<file path="src/rtl/simple_transmitter.sv">
// simple_transmitter: UART transmitter that pops words from a standard FIFO and sends start/data/parity/stop frames on tx.
// Ports:
//   clk    - single clock, all logic on posedge
//   rst_n  - asynchronous active-low reset
//   din    - FIFO read data, valid the cycle after re
//   empty  - FIFO empty flag
//   re     - FIFO read enable, one pulse per frame
//   tx     - serial line, idle high, registered
//   busy   - high whenever a frame is being loaded or sent
module simple_transmitter #(
    parameter logic [31:0] CLOCK_FREQUENCY = 32'd100_000_000,
    parameter logic [31:0] BAUD_RATE       = 32'd115200,
    parameter logic [31:0] WORD_WIDTH      = 32'd8,
    parameter logic [31:0] PARITY          = 32'd0,
    parameter logic [31:0] STOP_BITS       = 32'd1
) (
    input  logic                  clk,
    input  logic                  rst_n,
    input  logic [WORD_WIDTH-1:0] din,
    input  logic                  empty,
    output logic                  re,
    output logic                  tx,
    output logic                  busy
);
    localparam int CPB = int'(CLOCK_FREQUENCY / BAUD_RATE);
    localparam int W   = int'(WORD_WIDTH);
    localparam int CW  = CPB > 1 ? $clog2(CPB) : 1;
    localparam int BW  = W > 1 ? $clog2(W) : 1;
    localparam logic [2:0] S_IDLE   = 3'd0;
    localparam logic [2:0] S_LOAD   = 3'd1;
    localparam logic [2:0] S_START  = 3'd2;
    localparam logic [2:0] S_DATA   = 3'd3;
    localparam logic [2:0] S_PARITY = 3'd4;
    localparam logic [2:0] S_STOP   = 3'd5;

    if (CPB < 2) begin : g_bad_cpb
        $error("CLOCKS_PER_BIT must be at least 2");
    end
    if (PARITY > 32'd2) begin : g_bad_parity
        $error("PARITY must be 0, 1 or 2");
    end
    if (STOP_BITS != 32'd1 && STOP_BITS != 32'd2) begin : g_bad_stop
        $error("STOP_BITS must be 1 or 2");
    end
    if (W < 1) begin : g_bad_width
        $error("WORD_WIDTH must be at least 1");
    end

    logic [2:0]    r_state;
    logic [CW-1:0] r_cnt;
    logic [BW-1:0] r_bit;
    logic          r_stop;
    logic [W-1:0]  r_shift;
    logic          r_par;
    logic          r_tx;
    logic          w_last;
    logic          w_par;
    logic [W-1:0]  w_shift_nxt;

    assign w_last      = r_cnt == CW'(CPB - 1);
    // parity is latched with the word so a changing din cannot disturb it
    assign w_par       = (PARITY == 32'd2) ? ^din : ~^din;
    // shift right, back-filling with ones so the register drains to idle level
    assign w_shift_nxt = W'({1'b1, r_shift} >> 1);
    // gated by rst_n so no read can be issued while reset is held
    assign re          = rst_n & (r_state == S_IDLE) & ~empty;
    assign busy        = r_state != S_IDLE;
    assign tx          = r_tx;

    always_ff @(posedge clk or negedge rst_n) begin
        if (!rst_n) begin
            r_state <= S_IDLE;
            r_cnt   <= '0;
            r_bit   <= '0;
            r_stop  <= 1'b0;
            r_shift <= '1;
            r_par   <= 1'b0;
            r_tx    <= 1'b1;
        end else begin
            r_cnt <= (r_state == S_IDLE || r_state == S_LOAD || w_last) ? '0 : r_cnt + 1'b1;
            case (r_state)
                S_IDLE: begin
                    r_tx   <= 1'b1;
                    r_bit  <= '0;
                    r_stop <= 1'b0;
                    if (!empty) r_state <= S_LOAD;
                end
                S_LOAD: begin
                    r_shift <= din;
                    r_par   <= w_par;
                    r_tx    <= 1'b0;
                    r_state <= S_START;
                end
                S_START: if (w_last) begin
                    r_tx    <= r_shift[0];
                    r_shift <= w_shift_nxt;
                    r_state <= S_DATA;
                end
                S_DATA: if (w_last) begin
                    if (r_bit == BW'(W - 1)) begin
                        r_bit   <= '0;
                        r_tx    <= (PARITY != 32'd0) ? r_par : 1'b1;
                        r_state <= (PARITY != 32'd0) ? S_PARITY : S_STOP;
                    end else begin
                        r_bit   <= r_bit + 1'b1;
                        r_tx    <= r_shift[0];
                        r_shift <= w_shift_nxt;
                    end
                end
                S_PARITY: if (w_last) begin
                    r_tx    <= 1'b1;
                    r_state <= S_STOP;
                end
                S_STOP: if (w_last) begin
                    if (r_stop == 1'(STOP_BITS - 32'd1)) begin
                        r_stop  <= 1'b0;
                        r_state <= S_IDLE;
                    end else begin
                        r_stop <= r_stop + 1'b1;
                    end
                end
                default: r_state <= S_IDLE;
            endcase
        end
    end
endmodule

</file>
<file path="config.mk">
export PLATFORM = sky130hd
export DESIGN_NAME = simple_transmitter
export DESIGN_NICKNAME = d
export VERILOG_FILES = /design/src/rtl/simple_transmitter.sv
export SDC_FILE = /design/constraint.sdc
export NUM_CORES = 1
export LEC_CHECK = 0
export BUFFER_PORTS_ARGS = -buffer_cell sky130_fd_sc_hd__buf_2
export CAP_MARGIN = 40
export CORE_ASPECT_RATIO = 0.75
export CORE_MARGIN = 2
export CORE_UTILIZATION = 55
export CTS_CLUSTER_DIAMETER = 80
export DETAILED_ROUTE_END_ITERATION = 8
export PLACE_DENSITY = 0.82
export SLEW_MARGIN = 20
export SYNTH_ARGS = -nofsm -noshare
export SYNTH_HDL_FRONTEND = slang
export SYNTH_SLANG_ARGS = --single-unit
</file>
<file path="constraint.sdc">
create_clock -name clk -period 2.8 [get_ports clk]
set_input_delay 0.28 -clock clk [delete_from_list [all_inputs] [get_ports clk]]
set_output_delay 0.28 -clock clk [all_outputs]
set_load 0.05 [all_outputs]
</file>
==> impl_metrics.csv <==
group,metric,value,unit
clock_tree,clk_pin_slew,0.12,ns
logic_synthesis,yosysWarnings,0,
setup_path,r2r_slack,0.97,ns
logic_synthesis,ys_ff_latch,25,
routing,final_antenna_net_count,0,
setup_path,critPathCaptureType,"primary output",
logic_synthesis,synth-main-ff-cell,"dfrtp_1",
timing,min_period,1.87,ns
logic_synthesis,synth_top_cell_area_share,0.304,
routing,drc,0,
clock_tree,clock_latency,0.31,ns
min_path,hold_path_depth,3,
clock_tree,root_buffer,"clkbuf_4",
timing,finalClockSkew,0.00558,ns
timing,grt_setup_unrepaired,"false",
final_layout,diodes,0,
global_routing,grt.overflow.total,0,
power,p_leak,0.629,nW
floorplan,ios,14,
routing,drt_iter0_drc,54,
status,status,"completed",
final_layout,area_growth,9.79,%
timing,post-route-period-util,0.668,
setup_path,worstPathRequired,2.52,ns
global_routing,grt_pass1_vias,922,
routing,vias,923,
place,place.gp.congestion,0.811,
setup_path,cp-start-kind,"flip-flop",
floorplan,die_w,60.5,µm
min_path,hp-class,"in2reg",
timing,fmax,535,MHz
setup_path,worst-r2r-cell-count,5,
timing,hold_ws,0.190,ns
floorplan,initial_utilization,0.575,
timing,maxSlewHeadroom,0.780,
routing,drt_pre_antenna_iters,5,
routing,finalWirelength,2.28,mm
setup_path,crit_fanout,10,
floorplan,rows,15,
setup_path,cp.arrival,1.59,ns
min_path,min_from,"din[7]",
timing,worst_pin_slew,0.330,ns
clock_tree,clock_sinks,25,
place,port_buffers,13,
logic_synthesis,synth_common_cells,"nor2_1, dfrtp_1, mux2_2",
logic_synthesis,synth_top_cell_by_area,"dfrtp_1",
clock_tree,cts_resized,0,
power,power.density,385,nW/µm²
logic_synthesis,syn_inst,123,
final_layout,fillers,187,
place,post-dp-hpwl,1.76,mm
timing,setup_tns,0,ns
setup_path,r2r-start,"r_cnt[0]",
clock_tree,htree_levels,1,
logic_synthesis,avgSynthCellArea,10.7,µm²
routing,avgRoutedWirePerCell,13.3,µm
min_path,hold_end,"r_shift[7]",
logic_synthesis,yosysSeqAreaShare,0.484,
timing,setup_viol,0,
final_layout,finish.utilization,0.631,
global_routing,antenna_found_initial,0,
clock_tree,numCtsBuffers,3,
floorplan,design.die.area,2800,µm²
global_routing,grt_pass1_wl,4.11,mm
logic_synthesis,async_reset_ff_frac,1.00,
logic_synthesis,syn-cell-area,1320,µm²
global_routing,grt_usage,0.202,
logic_synthesis,synth_edf_count,0,
final_layout,finalNetCount,153,
floorplan,die_h,46.4,µm
routing,via_per_inst,5.37,
logic_synthesis,ys_types,34,
timing,hold_violations,0,
final_layout,drive_above_1_share,0.341,
global_routing,grt_max_degree,26,
logic_synthesis,yosys.cell_count.top_type,"nor2_1",
timing,slew_violations,0,
clock_tree,tritoncts,"built",
flow_run,drv_cap,0,
logic_synthesis,synth_fp_nets,137,
power,ir_drop,262,µV
setup_path,worst_r2r_endpoint,"r_shift[1]",
setup_path,crit_type,"reg2out",
clock_tree,cts_buffer_depth,2,
floorplan,coreArea,2290,µm²
logic_synthesis,yosys-top-cells-area,"dfrtp_1, dfstp_2, mux2_2",
cells by family (layout without fill, tap and decap cells):
logic type / after synthesis / count (layout) / synth area share
adders and majority gates: 3 / 3 / 0.0285
muxes: 13 / 13 / 0.111
DFF: 25 / 25 / 0.484
and+or+nand+nor: 43 / 43 / 0.181
xor gates and xnor gates: 7 / 7 / 0.0466
AOI/OAI and AO/OA: 20 / 20 / 0.109
buffers and inverters: 12 / 27 / 0.0399
worst max-delay path by stage:
stage	end	slack [ns]	start
3_3_place_gp	r_shift[2]	1.05	r_cnt[0]
6_report	re	0.93	r_state[1]
4_1_cts	re	0.92	r_state[1]
2_1_floorplan	r_shift[0]	1.12	r_cnt[0]
3_5_place_dp	r_shift[5]	0.97	r_cnt[0]
5_1_grt	re	0.81	r_state[1]
cell type report:
type,instances,area (µm²),area share
Clock buffer,4,26.3,0.0182
Tap cell,34,42.5,0.0294
Multi-Input combinational cell,86,627,0.434
Timing Repair Buffer,15,82.6,0.0571
Sequential cell,25,637,0.441
Inverter,8,30.0,0.0208
cell usage in the layout (no fill, tap or decap), drive strengths merged, types with 4 or more instances in the layout:
cell type,instances
buf,14
mux2,13
xnor2,5
nor2,17
dfrtp,16
nand2,4
nand3,7
clkbuf,4
dfstp,9
o21ai,6
inv,8
routing by layer:
metal,global-route usage,routed length [µm]
met2,0.313,1050
met4,0.0261,12
met3,0.0787,109
met1,0.277,1110
met5,0,0
timing repair:
action / in CTS / in global routing
hold buffers: 1 / 0
buffers inserted: 0 / 0
endpoints found under the hold margin: 16 / 0
flip-flops by register name (all words and copies together), names as in the netlist:
register,flops
r_shift,8
tx,1
r_cnt,10
r_state,3
r_bit,3
worst max-delay path, stage by stage, from the launching register on:
cell and delay [ns]:
dfrtp_1 0.51, nor2_1 0.30, and3_1 0.20, buf_2 0.26
stage by stage:
stage	area (µm²)	cells	setup WS, ns	total power [mW]
global route	1450	172	0.806	0.585
finish	1450	172	0.930	0.556
floorplan	1320	123	1.12	0.391
global placement	1410	167	1.05	0.407
detailed placement	1410	167	0.968	0.409
CTS	1450	172	0.919	0.566
power breakdown:
part | internal (mW) | leakage, nW | switching, mW | total, mW
registers | 0.372 | 0.303 | 0.00295 | 0.375
logic | 0.0149 | 0.311 | 0.0136 | 0.0285
clock network | 0.0558 | 0.0150 | 0.0976 | 0.153
total | 0.442 | 0.629 | 0.114 | 0.556
No activity file was read; power rests on OpenSTA's default activity.
